File: src/rtl/bus_arbiter_mux.sv
// N-master shared-bus arbiter with registered one-hot grant, tenure limit and slave-bus mux; grant 1 cycle after request, s_* combinational from grant.
// Masters wait by holding m_req; define ARB_ROUND_ROBIN_EN for rotating priority (fixed lowest-index priority otherwise).
module bus_arbiter_mux #(
  parameter int N_MASTERS = 4,
  parameter int ADDR_W    = 8,
  parameter int DATA_W    = 32,
  parameter int MAX_BURST = 8
) (
  input  logic                          clk,
  input  logic                          reset_n,
  input  logic [N_MASTERS-1:0]          m_req,
  input  logic [N_MASTERS-1:0]          m_we,
  input  logic [N_MASTERS*ADDR_W-1:0]   m_addr,
  input  logic [N_MASTERS*DATA_W-1:0]   m_wdata,
  output logic [N_MASTERS-1:0]          m_grant,
  output logic                          s_req,
  output logic                          s_we,
  output logic [ADDR_W-1:0]             s_addr,
  output logic [DATA_W-1:0]             s_wdata,
  output logic                          busy
);

  localparam int IDX_W = $clog2(N_MASTERS);
  localparam int CNT_W = (MAX_BURST < 1) ? 1 : $clog2(MAX_BURST + 1);
  localparam logic [CNT_W-1:0] BURST_LIM = CNT_W'(MAX_BURST);

  typedef enum logic {IDLE, GRANT} state_t;

  state_t                state, state_nxt;
  logic [IDX_W-1:0]      owner, owner_nxt;
  logic [CNT_W-1:0]      cnt, cnt_nxt;
  logic [N_MASTERS-1:0]  grant_nxt;
  logic [N_MASTERS-1:0]  cand;
  logic [IDX_W-1:0]      start;
  logic [IDX_W-1:0]      win;
  logic                  found;
  logic                  hold;

  function automatic logic [IDX_W-1:0] wrap_idx(input logic [IDX_W-1:0] s, input int k);
    return IDX_W'((int'(s) + k) % N_MASTERS);
  endfunction

`ifdef ARB_ROUND_ROBIN_EN
  logic [IDX_W-1:0] last, last_nxt;
  assign start = wrap_idx(last, 1);
`else
  assign start = '0;
`endif

  // Winner search; the current owner is masked so a handover always moves the bus.
  always_comb begin
    cand  = m_req;
    found = 1'b0;
    win   = '0;
    if (state == GRANT) cand[owner] = 1'b0;
    for (int k = 0; k < N_MASTERS; k++) begin
      if (!found && cand[wrap_idx(start, k)]) begin
        found = 1'b1;
        win   = wrap_idx(start, k);
      end
    end
  end

  assign hold = m_req[owner] && ((MAX_BURST == 0) || (cnt < BURST_LIM) || !found);

  always_comb begin
    state_nxt = state;
    owner_nxt = owner;
    cnt_nxt   = cnt;
    grant_nxt = m_grant;
`ifdef ARB_ROUND_ROBIN_EN
    last_nxt  = last;
`endif
    if (state == GRANT && hold) begin
      cnt_nxt = (cnt < BURST_LIM) ? cnt + 1'b1 : cnt;
    end else if (found) begin
      state_nxt      = GRANT;
      owner_nxt      = win;
      cnt_nxt        = CNT_W'(1);
      grant_nxt      = '0;
      grant_nxt[win] = 1'b1;
`ifdef ARB_ROUND_ROBIN_EN
      last_nxt       = win;
`endif
    end else begin
      state_nxt = IDLE;
      cnt_nxt   = '0;
      grant_nxt = '0;
    end
  end

  always_ff @(posedge clk) begin
    if (!reset_n) begin
      state   <= IDLE;
      owner   <= '0;
      cnt     <= '0;
      m_grant <= '0;
`ifdef ARB_ROUND_ROBIN_EN
      last    <= IDX_W'(N_MASTERS - 1);
`endif
    end else begin
      state   <= state_nxt;
      owner   <= owner_nxt;
      cnt     <= cnt_nxt;
      m_grant <= grant_nxt;
`ifdef ARB_ROUND_ROBIN_EN
      last    <= last_nxt;
`endif
    end
  end

  // AND-OR mux keyed on the one-hot grant gives all-zero outputs when idle.
  always_comb begin
    s_we    = 1'b0;
    s_addr  = '0;
    s_wdata = '0;
    for (int i = 0; i < N_MASTERS; i++) begin
      if (m_grant[i]) begin
        s_we    = s_we | m_we[i];
        s_addr  = s_addr | m_addr[i*ADDR_W +: ADDR_W];
        s_wdata = s_wdata | m_wdata[i*DATA_W +: DATA_W];
      end
    end
  end

  assign s_req = |m_grant;
  assign busy  = (state == GRANT);

endmodule

File: config.mk
export PLATFORM = sky130hd
export DESIGN_NAME = bus_arbiter_mux
export DESIGN_NICKNAME = d
export VERILOG_FILES = /design/src/rtl/bus_arbiter_mux.sv
export SDC_FILE = /design/constraint.sdc
export NUM_CORES = 1
export LEC_CHECK = 0
export CAP_MARGIN = 20
export CORE_AREA = 2 2 83 85
export DETAILED_ROUTE_END_ITERATION = 10
export DIE_AREA = 0 0 85 87
export PLACE_DENSITY = 0.84
export REMOVE_ABC_BUFFERS = 1
export SLEW_MARGIN = 10
export SYNTH_ARGS = -nofsm -noshare
export SYNTH_HDL_FRONTEND = slang
export SYNTH_SLANG_ARGS = --single-unit
File: constraint.sdc
create_clock -name clk -period 1.7 [get_ports clk]
set_input_delay 0.255 -clock clk [delete_from_list [all_inputs] [get_ports clk]]
set_output_delay 0.255 -clock clk [all_outputs]
set_load 0.005 [all_outputs]
### Yosys cells after proc, flatten, opt, wreduce, memory -nomap -nowiden

Cells that the tools add are included.

| storage, ports and cells | value |
|---|---|
| register bits after elaboration | 11 |
| word-level logic and storage cells | 68 |
| input port bits | 170 |
| output and inout bits | 47 |

| operators by class | value |
|---|---|
| $add $sub $neg | 1 |
| reduce and logical (&&, ||, !) cells | 14 |
| eq/ne operators | 1 |
| bitwise gates (word level) | 12 |
| muxes and demuxes | 31 |
| $lt $le $gt $ge | 5 |

Operators by type and width:

| cell | count |
|---|---|
| 2-to-1 mux 32 bit | 4 |
| OR 32 bit | 3 |
| 2-to-1 mux 8 bit | 4 |
| OR 8 bit | 3 |
| 2-to-1 mux 4 bit | 4 |
| 2-to-1 mux 1 bit | 14 |
| logical AND 1 bit | 7 |
| less-than comparator 2 x 3 -> 1 bit (second input constant) | 2 |
| adder 4 x 1 -> 4 bit (second input constant) | 1 |
| bitwise AND 4 bit | 1 |
| demux 1 bit (select 2 bit) | 2 |
| greater-or-equal comparator 2 x 1 -> 1 bit (second input constant) | 2 |
| logical NOT 1 bit | 4 |
| less-than comparator 4 bit (second input constant) | 1 |
| 2-to-1 mux 2 bit | 2 |
| inverter 4 bit | 1 |
| OR reduction 4 bit | 1 |
| OR 1 bit | 3 |
| binary-select mux 1 bit (select 2 bit) | 1 |
| inequality test 2 bit (second input constant) | 1 |
| AND reduction 2 bit | 1 |
| logical OR 1 bit | 1 |
| inverter 1 bit | 1 |

### Longest topological paths before layout

| depth | value |
|---|---|
| word-level depth | 23 |
| depth in mapped cells | 5 |
| depth with buffers taken out | 4 |

### Least setup slack after synthesis

No wires, ideal clock.

| timing | value |
|---|---|
| path kind | reg2reg |
| from | reg state (netlist: busy) |
| to | reg m_grant[0] |
| buffers on the path | 1 |
| path slack | 0.161 ns |
| data arrival time | 1.467 ns |
| data required time | 1.628 ns |
| clock period less this slack | 1.539 ns |
| library setup time | 0.072 ns |
| stages on the path, launching flop included | 6 |
| path through | dfxtp_1 clkbuf_2 nor3b_1 a22o_2 o311ai_4 mux2i_1 |

| on the way | value |
|---|---|
| cells in the longest elaborated chain, start to end | 16 |
| elaborated cells on any way between the ends | 24 |
| classes of those cells | 2 x order compare; 11 x mux; 11 x reduce/logical |

RTL lines:

| what | line | RTL |
|---|---|---|
| from (decl) | 29 | `state_t state, state_nxt;` |
| from (signal assigned) | 102 | `state <= state_nxt;` |
| 2-to-1 mux 4 bit | 55 | `if (state == GRANT) cand[owner] = 1'b0;` |
| 2-to-1 mux 1 bit | 57 | `if (!found && cand[wrap_idx(start, k)]) begin` |
| logical NOT 1 bit | 57 |  |
| logical AND 1 bit | 57 |  |
| 2-to-1 mux 1 bit | 57 |  |
| logical NOT 1 bit | 57 |  |
| logical AND 1 bit | 57 |  |
| 2-to-1 mux 1 bit | 57 |  |
| logical NOT 1 bit | 57 |  |
| logical AND 1 bit | 57 |  |
| 2-to-1 mux 2 bit | 57 |  |
| less-than comparator 2 x 3 -> 1 bit (not written as such) or greater-or-equal comparator 2 x 1 -> 1 bit (tied branches) | 81 | `grant_nxt[win] = 1'b1;` |
| logical AND 1 bit (not written as such) | 81 |  |
| 2-to-1 mux 1 bit (not written as such) | 81 |  |
| demux 1 bit (select 2 bit) | 81 |  |
| 2-to-1 mux 4 bit | 76 | `end else if (found) begin` |
| to (signal assigned) | 105 | `m_grant <= grant_nxt;` |
| to (decl) | 15 | `output logic [N_MASTERS-1:0] m_grant,` |

Parallel ways exist; a longest one is shown, timed or not.
A chain may end at the register's enable or synchronous reset.

### Final worst setup path

| timing | value |
|---|---|
| from | reg m_grant[0] |
| to | out s_wdata[9] |

| on the way | value |
|---|---|
| cells in the longest elaborated chain, start to end | 7 |

RTL lines:

| what | line | RTL |
|---|---|---|
| 2-to-1 mux 32 bit (*) | 118 | `if (m_grant[i]) begin` |
| OR 32 bit | 121 | `s_wdata = s_wdata \| m_wdata[i*DATA_W +: DATA_W];` |
| 2-to-1 mux 32 bit (*) | 118 |  |
| OR 32 bit | 121 |  |
| 2-to-1 mux 32 bit (*) | 118 |  |
| OR 32 bit | 121 |  |
| 2-to-1 mux 32 bit (*) | 118 |  |
| to (decl) | 19 | `output logic [DATA_W-1:0] s_wdata,` |

Mark *: on every way between the ends. The rest lies on a longest branch, timed or not.

==> flow_summary.json <==
{
  "vdd_drop_max_uv": 373,
  "failed_checks": "setup timing",
  "grt_setup_unrepaired": "yes",
  "synth-edff-count": 0,
  "hold_path_class": "flip-flop to flip-flop",
  "reg2regPathDepth": 5,
  "power_w": 0.00203,
  "io_pins": 217,
  "area_delta_synth_final_pct": 175,
  "powerDensity_mw_per_mm2": 484,
  "syn_area_sq_mm": 0.00153,
  "layout_commonest_cell": "clkdlybuf4s50_1",
  "grt_antenna_before_repair": 1,
  "numCtsBuffers": 3,
  "ys_ff_latch": 11,
  "grt_max_degree": 18,
  "cts-root-buf": "clkbuf_8",
  "die_h_um": 87,
  "clock_latency_ps": 230,
  "hold_depth": 2,
  "power.leakage_nw": 1.83,
  "ys_seq_area_share_pct": 14.4,
  "fin_util_pct": 64.0,
  "grt_first_pass_wirelength_um": 14700,
  "yosysWarnings": 0,
  "drt-wirelength-per-cell_um": 18.9,
  "critPathLaunch": "m_grant[0]$_SDFFE_PN0N_",
  "cp.arrival_ps": 1450,
  "drtAntennaViolNets": 0,
  "max-slew-margin-rel_pct": 72.6,
  "cp.required_ps": 1440,
  "drc": 0,
  "synth_flop_cell": "dfxtp_1",
  "tightestPinTransition_ps": 406,
  "multiInputGateArea_sq_mm": 0.00127,
  "syn_inst": 220,
  "drt_iter0_markers": 88,
  "crit_fanout": 17,
  "cts_tree": "built",
  "core_sq_mm": 0.00657,
  "diodes": 0,
  "layout-drive-gt1-share_pct": 14.4,
  "max_cap_viol_count": 0,
  "slew_viol_final": 0,
  "setup_viol": 1,
  "cts.sinks": 11,
  "clk_pin_slew_ps": 50,
  "status": "finished with violations",
  "vias": 2767,
  "gp_congestion": 0.915,
  "htreeDepth": 1,
  "min_period_ps": 1710,
  "fillers": 551,
  "initial_core_util_pct": 23.3,
  "grt_overflow": 0,
  "crit_path_end_kind": "primary output",
  "regArea_sq_um": 234,
  "yosysUniqueCellTypes": 36,
  "finalCritPeriodShare_pct": 100,
  "port_buffers": 216,
  "totalWireLength_um": 10000,
  "crit_type": "flip-flop to primary output",
  "die_w_um": 85,
  "rows": 30,
  "avgSynthCellArea_sq_um": 6.96,
  "dieArea_sq_mm": 0.00740,
  "track_usage_pct": 24.8,
  "cp-start-kind": "flip-flop",
  "hold_violations": 0,
  "final_cell_mix": "clkdlybuf4s50_1, a22oi_1, nand2_1",
  "worstHoldStart": "cnt[1]$_SDFFE_PN0P_",
  "setup_slack_ps": -6.47,
  "r2r_start": "owner[0]$_SDFFE_PN0P_",
  "fin_nets": 623,
  "grt_pass1_vias": 2837,
  "dr.pass1.iters": 4,
  "dpl.hpwl_um": 7930,
  "synthArstFlopShare_pct": 0,
  "cts_max_path_buffers": 2,
  "max_freq_mhz": 586,
  "drt-vias-per-instance": 5.21,
  "skew_ps": 4.45
}
[sequential cells by signal, summed over array words and instances, names as in the netlist]
register,cells
m_grant,4
owner,2
cnt,4
busy,1
[synthesized netlist by cell type, types with 2 or more instances]
| cell | instances | area (sq um) |
|---|---|---|
| a211oi_1 | 3 | 22.5 |
| nor2_1 | 2 | 7.51 |
| buf_2 | 3 | 15.0 |
| a31oi_1 | 2 | 12.5 |
| a21oi_1 | 2 | 10.0 |
| nand2_1 | 48 | 180 |
| clkbuf_1 | 21 | 78.8 |
| o21a_1 | 3 | 22.5 |
| nand3_1 | 4 | 20.0 |
| a22oi_1 | 82 | 616 |
| o21ai_0 | 2 | 10.0 |
| o2111ai_1 | 2 | 17.5 |
| nor3_1 | 4 | 20.0 |
| mux2i_1 | 7 | 70.1 |
| dfxtp_1 | 11 | 220 |
| inv_1 | 4 | 15.0 |
[critical path, cell delays in order, from the launching register on]
cell	delay, ps
dfxtp_4	380
buf_12	160
a22oi_2	170
nand2_1	70
clkdlybuf4s50_1	450
[timing repair]
item                                    CTS  global route
pin swaps                                 1             2
endpoints found under the setup margin   44            24
hold endpoints to repair                  0             0
resized for setup                        65            26
hold buffers                              0             0
gates cloned                              2             0
setup buffers                             1             4
[power by group]
part | internal (W) | switching (W)
Clock | 0.000164 | 0.0000918
Sequential | 0.000286 | 0.0000548
Combinational | 0.000897 | 0.000539
Total | 0.00135 | 0.000686
[through the flow]
stage | worst slack (ps) | instance area [sq um] | TNS, ps | instances | hold WS (ps)
after CTS | -71.8 | 4100 | -218 | 527 | 536
after floorplan | 139 | 1430 | 0 | 195 | 373
after detailed placement | -293 | 3950 | -2390 | 520 | 535
final | -6.47 | 4200 | -6.47 | 531 | 540
after global placement | -170 | 3950 | -1190 | 520 | 527
after global routing | -81.2 | 4200 | -355 | 531 | 568
[worst paths after layout]
check | to | slack [ps]
setup / recovery | s_wdata[9] | -6
hold / removal | cnt[1]$_SDFFE_PN0P_ | 540
setup reg to reg | m_grant[2]$_SDFFE_PN0N_ | 90
hold reg to reg | cnt[1]$_SDFFE_PN0P_ | 540
[cell families (layout without fill, tap and decap cells)]
group	Yosys count	after routing	share of synthesized area (%)
buf+inv	29	260	7.44
flops	11	11	14.4
fa+ha+maj	1	1	0.818
simple gates	65	65	18.4
compound gates	106	106	53.8
xor+xnor	1	1	0.572
mux	7	7	4.58
[layer usage]
layer  track usage, %  wire (um)  share of wire [%]
met5                0         12               0.12
met4             5.34        170                1.7
met2             43.0       5040                 50
met3             8.25        930                9.3
met1             29.7       3890                 39
[final cells by class]
cell class	instances	share of cell area [%]
Tap cell	80	2.38
Timing Repair Buffer	252	60.3
Multi-Input combinational cell	180	30.3
Inverter	4	0.357
Clock buffer	4	1.07
Sequential cell	11	5.57
(Power assumes the default switching activity.)
